## src/rtl/ap_mult_err_sweep.sv

```systemverilog
// Exhaustive error sweep for an external approximate multiplier: steps every operand pair,
// compares the returned product against the exact one and accumulates count/sum/max error.
module ap_mult_err_sweep #(
    parameter int DW = 8
) (
    input  logic              clk,
    input  logic              rst_n,
    input  logic              start,
    output logic [DW-1:0]     muld_o,
    output logic [DW-1:0]     mulr_o,
    input  logic [2*DW-1:0]   res_i,
    output logic              busy,
    output logic              done,
    output logic [2*DW:0]     err_cnt,
    output logic [4*DW-1:0]   err_sum,
    output logic [2*DW-1:0]   max_err
);

    localparam int PW = 2 * DW;

    typedef enum logic [1:0] {
        IDLE  = 2'd0,
        RUN   = 2'd1,
        DRAIN = 2'd2,
        DONE  = 2'd3
    } state_t;

    state_t        state;
    logic [PW-1:0] idx;
    logic [PW-1:0] d;
    logic          v;
    logic [PW-1:0] exact;
    logic [PW-1:0] d_next;

    // The sweep index is the operand register pair, so operands never lag the index.
    assign muld_o = idx[PW-1:DW];
    assign mulr_o = idx[DW-1:0];

    always_comb begin
        exact  = PW'(muld_o) * PW'(mulr_o);
        d_next = (exact >= res_i) ? (exact - res_i) : (res_i - exact);
    end

    always_ff @(posedge clk or negedge rst_n) begin
        if (!rst_n) begin
            state   <= IDLE;
            idx     <= '0;
            d       <= '0;
            v       <= 1'b0;
            busy    <= 1'b0;
            done    <= 1'b0;
            err_cnt <= '0;
            err_sum <= '0;
            max_err <= '0;
        end else begin
            // Stage 2 accumulates whatever stage 1 captured on the previous edge.
            if (v) begin
                err_sum <= err_sum + {{(4*DW-PW){1'b0}}, d};
                err_cnt <= err_cnt + {{PW{1'b0}}, (d != '0)};
                if (d > max_err) max_err <= d;
            end
            v <= 1'b0;

            case (state)
                IDLE, DONE: begin
                    if (start) begin
                        state   <= RUN;
                        idx     <= '0;
                        v       <= 1'b0;
                        busy    <= 1'b1;
                        done    <= 1'b0;
                        err_cnt <= '0;
                        err_sum <= '0;
                        max_err <= '0;
                    end
                end
                RUN: begin
                    v <= 1'b1;
                    d <= d_next;
                    if (idx == {PW{1'b1}}) begin
                        idx   <= '0;
                        state <= DRAIN;
                    end else begin
                        idx <= idx + {{(PW-1){1'b0}}, 1'b1};
                    end
                end
                DRAIN: begin
                    state <= DONE;
                    busy  <= 1'b0;
                    done  <= 1'b1;
                end
                default: state <= IDLE;
            endcase
        end
    end

endmodule

```

## config.mk

```make
export PLATFORM = sky130hd
export DESIGN_NAME = ap_mult_err_sweep
export DESIGN_NICKNAME = d
export VERILOG_FILES = /design/src/rtl/ap_mult_err_sweep.sv
export SDC_FILE = /design/constraint.sdc
export NUM_CORES = 1
export LEC_CHECK = 0
export ABC_AREA = 1
export ABC_CLOCK_PERIOD_IN_PS = 7610
export CORE_MARGIN = 3
export CORE_UTILIZATION = 44
export DETAILED_ROUTE_END_ITERATION = 10
export DONT_BUFFER_PORTS = 1
export GPL_ROUTABILITY_DRIVEN = 0
export PLACE_DENSITY = 0.69
export SLEW_MARGIN = 40
export SYNTH_ARGS = -nofsm -noshare
export SYNTH_HDL_FRONTEND = slang
export SYNTH_SLANG_ARGS = --single-unit
```

## constraint.sdc

```tcl
create_clock -name clk -period 7.61 [get_ports clk]
set_input_delay 1.1415 -clock clk [delete_from_list [all_inputs] [get_ports clk]]
set_output_delay 1.1415 -clock clk [all_outputs]
set_load 0.05 [all_outputs]
```

==> results.cfg, run 1 <==
[clock_network]
ctsResizeCount = 0
root_buffer = clkbuf_16
postCtsSetupBuffers = 0
cts_tree = built
cts_max_path_buffers = 2
clock_sinks = 102
clkTransAtPathRegs_ns = 0.08
cts_buffers = 9
clock_latency_ns = 0.37
htree_levels = 3
ctsHoldBuffers = 0

[die]
rows = 56
die_h_um = 162
die_w_um = 162
die_area_um2 = 26200
initial_core_util = 0.451
io_pins = 102
core_um2 = 23700

[setup_path]
path_delay_family = adder cells
r2r_cells = 26
cpMaxStageDelayCell = dfrtp_1
critPathLaunchType = register
timing.rr.end = d[14]$_DFFE_PN0P_
r2r_slack_ns = 1.34
critPathArrivalTime_ns = 6.52
cp_num_buf_inv = 5
critPathRequiredTime_ns = 7.86
cp_max_fo = 17
cpMostUsedCell = nand2_1
end_kind = register
path_class = register to register
rr_startpoint = idx[7]$_DFFE_PN0P_
critPathMaxStageDelay_ns = 0.88

[timing]
fin_crit_ns = 6.27
tns_ns = 0
rsz0062_at_grt = no
slew_headroom = 0.434
setup_slack_ns = 1.34
fin_crit_sh = 0.824
hold_viol = 0
setup_viol = 0
finalClockSkew_ns = 0.0119
drv_slew = 0
worst_slew_pin_slew_ns = 0.849
fmax_ghz = 0.159

[global_routing]
grt_overflow = 0
track_usage = 0.206
antenna_found_initial = 0
grt_pass1_wl_um = 44900
grt_pass1_vias = 9142
grt_start_max_net_pins = 103

[layout]
nets = 1742
drive_above_1_share = 0.0335
area_growth_pct = 4.86
diodes = 0
num-fill-cells = 2410

[job]
cap_violations = 0

[logic_synthesis]
synth_edf_count = 0
synth_ff_type = dfrtp_1
synth_area_um2 = 10700
yosysUniqueCellTypes = 43
ys_warn_count = 0
synth_area_per_cell_um2 = 6.62
ys_ff_latch = 102
synth_common_cells = nand2_1 (486), inv_1 (304), nor2_1 (136), ha_1 (105), dfrtp_1 (102)
synth_area_leaders = dfrtp_1 (24%), nand2_1 (17%), ha_1 (12%)
synth.net_count = 1775
synth_top_area_share = 0.239
synth_top_area_cell = dfrtp_1
postSynth.asyncResetShare = 1.00
ys_seq_area_frac = 0.239
yosysMostFrequentCell = nand2_1
netlist_instances = 1612

[routing]
post_drt_wl_per_cell_um = 14.0
ant_nets = 0
wirelength_um = 26700
num_vias = 9639
drtPass1Iterations = 6
drcViolationCount = 0
viasPerCell = 5.07
dr.first_iter.drc_count = 682

[pwr]
max-vdd-ir-drop_mv = 0.161
power_density_nw_per_um2 = 294
leakage_uw = 0.00639

[status]
status = complete, no violations

[placement]
dp_hpwl_um = 20800
io_buffers = 0
dp_slack_ns = 1.34

[worst_hold_path]
hp-class = input pin to async pin
==> registers in the layout, summed over array words and instances (netlist names) <==
register and flops:
d 16, state 2, v 1, done 1
idx 16, busy 1, err_cnt 17, max_err 16
err_sum 32
==> kinds of logic after synthesis <==
family          synth area share
flops                      0.239
xor+xnor                  0.0320
fa+ha+maj                  0.196
compound gates            0.0870
simple gates               0.313
buf+inv                    0.133
==> how the worst max path moves through the flow <==
stage	from	cells after the start	endpoint
after CTS	idx[5]$_DFFE_PN0P_	26	d[14]$_DFFE_PN0P_
after floorplan	idx[6]$_DFFE_PN0P_	28	d[5]$_DFFE_PN0P_
after global placement	idx[5]$_DFFE_PN0P_	26	d[11]$_DFFE_PN0P_
after detailed placement	idx[5]$_DFFE_PN0P_	26	d[15]$_DFFE_PN0P_
after global routing	idx[7]$_DFFE_PN0P_	26	d[10]$_DFFE_PN0P_
final	idx[7]$_DFFE_PN0P_	26	d[14]$_DFFE_PN0P_
==> power breakdown <==
group	switching [µW]	internal (µW)
logic	1010	519
clock network	225	270
registers	576	687
total	1810	1480
==> cell usage in the layout (no fill, tap or decap), drive strengths merged <==
cell type / n
nand2: 491
buf: 4
xor2: 29
o211ai: 7
o21a: 1
xnor2: 10
nor3b: 4
clkinvlp: 1
nand4: 25
nor4: 7
or2: 2
o22ai: 2
o21bai: 4
nand3b: 14
and2: 2
nor2: 141
nand3: 86
inv: 315
nor3: 21
o21ai: 58
clkbuf: 10
a31oi: 4
fa: 39
a21oi: 99
bufinv: 1
dfrtp: 102
ha: 105
==> per-layer routing <==
metal  global-route usage  up-vias  part of all wire  routed length [µm]
li1                     -     4924                 -                   -
met1                0.265     4426              0.43               11500
met2                0.348      256              0.47               12600
met3               0.0505       33             0.082                2170
met4               0.0539        0             0.015                 409
met5                    0        -                 0                   0
==> cell type report <==
class	instances	area (µm²)	area share
Clock buffer	10	239	0.0213
Sequential cell	102	2560	0.229
Clock inverter	6	75.1	0.00671
Timing Repair Buffer	4	30.0	0.00268
Multi-Input combinational cell	1151	6710	0.600
Tap cell	319	399	0.0357
Inverter	311	1180	0.105
==> worst reg2reg max path, delay by kind of cell (launching register included) <==
kind | cells | cell delay, ns
xor+xnor | 1 | 0.19
buf+inv | 5 | 0.35
simple gates | 10 | 1.13
fa+ha+maj | 6 | 2.93
compound gates | 4 | 0.67
flops | 1 | 0.88
==> stage by stage <==
stage               std cells  hold slack [ns]   util  total power, µW  instance area [µm²]
floorplan                1612            0.478      -             2410                10700
global placement         1887            0.502  0.459             2760                10900
detailed placement       1887            0.506  0.459             2800                10900
CTS                      1903            0.456  0.472             3300                11200
global route             1903            0.451  0.473             3590                11200
finish                   1903            0.464  0.473             3290                11200
No activity file was read; power rests on OpenSTA's default activity.
==> run 2: changes to the inputs <==
- ABC_CLOCK_PERIOD_IN_PS: 7610 -> 5800
- clock period: 7.61 -> 5.8 ns (I/O delays scaled with it)
==> run 2 against run 1 <==
Fmax increased by 14%. Count of clock-buffer cells in the layout up 1. Final area rose by 3.1%. Highest routed layer unchanged. Critical endpoint is now d[2]$_DFFE_PN0P_.
==> results.cfg, run 2 (synthesis gave the netlist of run 1 again) <==
[clock_network]
cts_max_path_buffers = 2
cts_buffers = 9
cts_tree = built
clkTransAtPathRegs_ns = 0.08
htree_levels = 3
root_buffer = clkbuf_16
ctsHoldBuffers = 0
clock_latency_ns = 0.36
clock_sinks = 102

[timing]
finalClockSkew_ns = 0.0194
timing.hold.ws_ns = 0.201
slew_headroom = 0.503
fmax_ghz = 0.181
fin_crit_ns = 5.52
worst_slew_pin_slew_ns = 0.745
setup_viol = 0
rsz0062_at_grt = yes
drv_slew = 0
fin_crit_sh = 0.952
hold_viol = 0

[pwr]
power_density_nw_per_um2 = 376
switching_share = 0.553
intPower_uw = 1940
clkPwrFrac = 0.144
power_frac_seq = 0.375
leakage_uw = 0.00659
max-vdd-ir-drop_mv = 0.213
p_switching_uw = 2400
power_frac_comb = 0.481

[die]
initial_core_util = 0.451
die_w_um = 162
die_area_um2 = 26200
die_h_um = 162
rows = 56
io_pins = 102
core_um2 = 23700

[setup_path]
critPathRequiredTime_ns = 6.03
cp_max_fo = 7
critPathLaunchType = register
critPathArrivalTime_ns = 5.75
path_class = register to register
r2r_cells = 26
end_kind = register

[layout]
layout_common_cells = nand2_1 (479), inv_1 (304), nor2_1 (132), ha_1 (102), a21oi_1 (96)
final_common_cell = nand2_1
diodes = 0
nets = 1775
area_growth_pct = 8.10
top_regs = err_sum (32), err_cnt (17)
largest_reg_flops = 32
finalInstanceArea_um2 = 11500
utilization = 0.487
drive_above_1_share = 0.0637
top_register = err_sum

[routing]
viasPerCell = 5.12
drcViolationCount = 0
drtPass1Iterations = 5
num_vias = 9906
ant_nets = 0
wirelength_um = 27900
post_drt_wl_per_cell_um = 14.4
dr.first_iter.drc_count = 760

[global_routing]
track_usage = 0.207
grt_start_max_net_pins = 103
grt_overflow = 0
antenna_found_initial = 0
grt_pass1_wl_um = 44700
grt_pass1_vias = 9229

[placement]
io_buffers = 0
dpl_cell_area_um2 = 11000
dp_hpwl_um = 21900

[worst_hold_path]
hp-class = input pin to async pin

[job]
cap_violations = 0

[status]
status = complete, no violations
==> run 2: layout make-up <==
cell class	count	area, µm²
flip-flops and latches	102	2560
well taps	319	399
inverters	311	1180
repair buffers	36	287
clock inverters	5	63.8
clock buffers	11	233
fillers	2460	12100
multi-input cells	1152	6820
==> run 2: stage by stage <==
stage	power, µW	TNS, ns	setup slack (ns)	cells
final	4340	0	0.280	1936
after global routing	4720	-0.323	-0.0622	1936
after CTS	4350	0	0.00790	1926
after detailed placement	3710	-0.00125	-0.00125	1910
after global placement	3650	0	0.170	1910
after floorplan	3170	0	0.0713	1612
==> run 2: critical path, stage by stage (launching register included) <==
cell and delay (ns):
dfrtp_2 0.47, nand2_1 0.08, inv_1 0.06, fa_1 0.51
fa_1 0.54, fa_1 0.55, inv_1 0.06, fa_1 0.52
inv_1 0.04, ha_1 0.37, nand2_1 0.10, o21ai_0 0.23
a21oi_2 0.08, o21ai_1 0.22, xor2_1 0.26, ha_4 0.26
nand2_1 0.11, inv_2 0.05, nand3_1 0.10, nor2_1 0.07
nor2_2 0.19, nand2_4 0.13, buf_12 0.16, nand2_1 0.04
o21ai_1 0.06, nand2_1 0.06, nand2_1 0.06
==> run 2: power groups by stage <==
stage | logic (µW) | registers [µW] | clock network (µW)
floorplan | 1660 | 1510 | 0
global placement | 2010 | 1640 | 0
detailed placement | 2070 | 1640 | 0
CTS | 2080 | 1630 | 638
global route | 2400 | 1650 | 665
finish | 2090 | 1630 | 625
==> run 2: layer usage <==
| layer | up-vias | wire, µm | global-route usage | part of all wire |
|---|---|---|---|---|
| li1 | 5006 | - | - | - |
| met1 | 4604 | 11700 | 0.255 | 0.42 |
| met2 | 267 | 13600 | 0.364 | 0.49 |
| met3 | 29 | 2170 | 0.0541 | 0.078 |
| met4 | 0 | 363 | 0.0461 | 0.013 |
| met5 | - | 0 | 0 | 0 |
==> run 2: what timing repair did <==
action	in CTS	in global routing
setup buffers	0	9
endpoints found under the hold margin	0	0
gates cloned	0	1
pin swaps	0	5
resized for setup	1	36
endpoints found under the setup margin	13	15
==> run 2: path summary, 6_finish.rpt <==
kind	startpoint	slack, ns	endpoint
min in group clk	state[1]$_DFFE_PN0P_	0.52	state[1]$_DFFE_PN0P_
setup / recovery	idx[7]$_DFFE_PN0P_	0.28	d[2]$_DFFE_PN0P_
setup reg to reg	idx[7]$_DFFE_PN0P_	0.28	d[2]$_DFFE_PN0P_
hold / removal	rst_n	0.20	err_cnt[10]$_DFF_PN0_
hold reg to reg	state[1]$_DFFE_PN0P_	0.52	state[1]$_DFFE_PN0P_
max in group asynchronous	rst_n	5.39	idx[13]$_DFFE_PN0P_
==> run 3: changes to the inputs <==
- SLEW_MARGIN: 40 -> 20
==> run 3 against run 2 <==
Hold slack better by 0.0062 ns. Fmax shrank 1.0%. Largest power group unchanged. Wire length is 0.25% higher. Critical path type unchanged. Power is 0.15% lower. Combinational power about the same. Clock power about the same. Cell count grew 0.36%. Via count is 0.64% higher. Critical path depth up 2. Highest routed layer unchanged. First-iteration DRC count is 11% lower. Worst setup slack got worse by 0.056 ns.
==> results.cfg, run 3 (synthesis gave the netlist of run 1 again) <==
[timing]
finalClockSkew_ns = 0.0203
fmax_ghz = 0.179
hold_viol = 0
setup_viol = 0
drv_slew = 0
worst_slew_pin_slew_ns = 1.03
slew_headroom = 0.313
timing.hold.ws_ns = 0.207
fin_crit_ns = 5.58
fin_crit_sh = 0.961
tns_ns = 0

[routing]
post_drt_wl_per_cell_um = 14.4
drtPass1Iterations = 5
num_vias = 9969
dr.first_iter.drc_count = 676
drcViolationCount = 0
ant_nets = 0
wirelength_um = 28000
viasPerCell = 5.13

[global_routing]
antenna_found_initial = 0
grt_pass1_wl_um = 44800
grt_start_max_net_pins = 103
grt_pass1_vias = 9279
track_usage = 0.207
grt_overflow = 0

[layout]
drive_above_1_share = 0.0733
area_growth_pct = 8.65
utilization = 0.490
top_register = err_sum
nets = 1782
final_common_cell = nand2_1
top_regs = err_sum (32), err_cnt (17)
largest_reg_flops = 32
layout_common_cells = nand2_1 (481), inv_1 (304), nor2_1 (133), ha_1 (99), a21oi_1 (94)
finalNonFillerCells = 1943
diodes = 0

[die]
core_um2 = 23700
die_area_um2 = 26200
initial_core_util = 0.451
io_pins = 102
die_w_um = 162
rows = 56
die_h_um = 162

[setup_path]
path_delay_family = adder cells
endpoint = d[10]$_DFFE_PN0P_
cpMaxStageDelayCell = fa_1
r2r_cells = 28
cp-startpoint = idx[7]$_DFFE_PN0P_
r2r_slack_ns = 0.22
critPathMaxStageDelay_ns = 0.55
timing.rr.end = d[10]$_DFFE_PN0P_
rr_startpoint = idx[7]$_DFFE_PN0P_
end_kind = register
critPathLaunchType = register
cpMostUsedCell = nand2_1
cp.depth = 28
cp_num_buf_inv = 7
path_class = register to register
cp_max_fo = 7
critPathRequiredTime_ns = 6.03
critPathArrivalTime_ns = 5.81

[placement]
dp_hpwl_um = 21900
place_inst = 1910
io_buffers = 0

[clock_network]
clock_latency_ns = 0.36
ctsHoldBuffers = 0
clkTransAtPathRegs_ns = 0.08
cts_tree = built
cts_buffers = 9
cts_max_path_buffers = 2
root_buffer = clkbuf_16
htree_levels = 3
clock_sinks = 102

[pwr]
power_density_nw_per_um2 = 373
max-vdd-ir-drop_mv = 0.211
leakage_uw = 0.00662

[status]
status = complete, no violations

[job]
cap_violations = 0

[worst_hold_path]
hp-class = input pin to async pin
-- run 3: changes by cell type in the layout (fill, tap and decap cells not counted), sizes merged --
cell	previous run	this run
buf	36	41
clkbuf	11	13
-- run 3: timing repair --
action                                  4_1_cts  5_1_grt
buffers inserted                              0       16
endpoints found under the hold margin         0        0
resized for setup                             1       45
pin swaps                                     0        8
cloned                                        0        1
endpoints found under the setup margin       13       15
-- run 3: worst min-delay path by stage --
stage	start	end	slack, ns
after floorplan	state[1]$_DFFE_PN0P_	state[1]$_DFFE_PN0P_	0.48
after global placement	state[1]$_DFFE_PN0P_	state[1]$_DFFE_PN0P_	0.50
final	rst_n	err_cnt[8]$_DFF_PN0_	0.21
after detailed placement	state[1]$_DFFE_PN0P_	state[1]$_DFFE_PN0P_	0.51
after CTS	rst_n	idx[6]$_DFFE_PN0P_	0.19
after global routing	rst_n	err_cnt[8]$_DFF_PN0_	0.19
-- run 3: metal layers --
layer / wire length, µm / global-route usage / part of all wire
met1: 11700 / 0.257 / 0.42
met2: 13500 / 0.359 / 0.48
met3: 2340 / 0.0551 / 0.083
met4: 418 / 0.0508 / 0.015
met5: 0 / 0 / 0
-- run 3: layout make-up --
type,instances,area [µm²]
clock buffers,11,233
clock inverters,5,63.8
fillers,2452,12100
inverters,311,1180
multi-input cells,1152,6840
flip-flops and latches,102,2570
well taps,319,399
repair buffers,43,322
-- run 3: power breakdown --
group	internal, µW	leakage, µW	switching (µW)
Combinational	696	0.00515	1390
Clock	340	0.000141	282
Sequential	904	0.00132	722
-- run 3: stage by stage --
| stage | cell area, µm² | worst slack (ns) | total power, µW |
|---|---|---|---|
| floorplan | 10700 | 0.0713 | 3170 |
| global placement | 11000 | 0.170 | 3650 |
| detailed placement | 11000 | -0.00553 | 3710 |
| CTS | 11300 | 0.00163 | 4340 |
| global route | 11600 | -0.0350 | 4710 |
| finish | 11600 | 0.224 | 4330 |
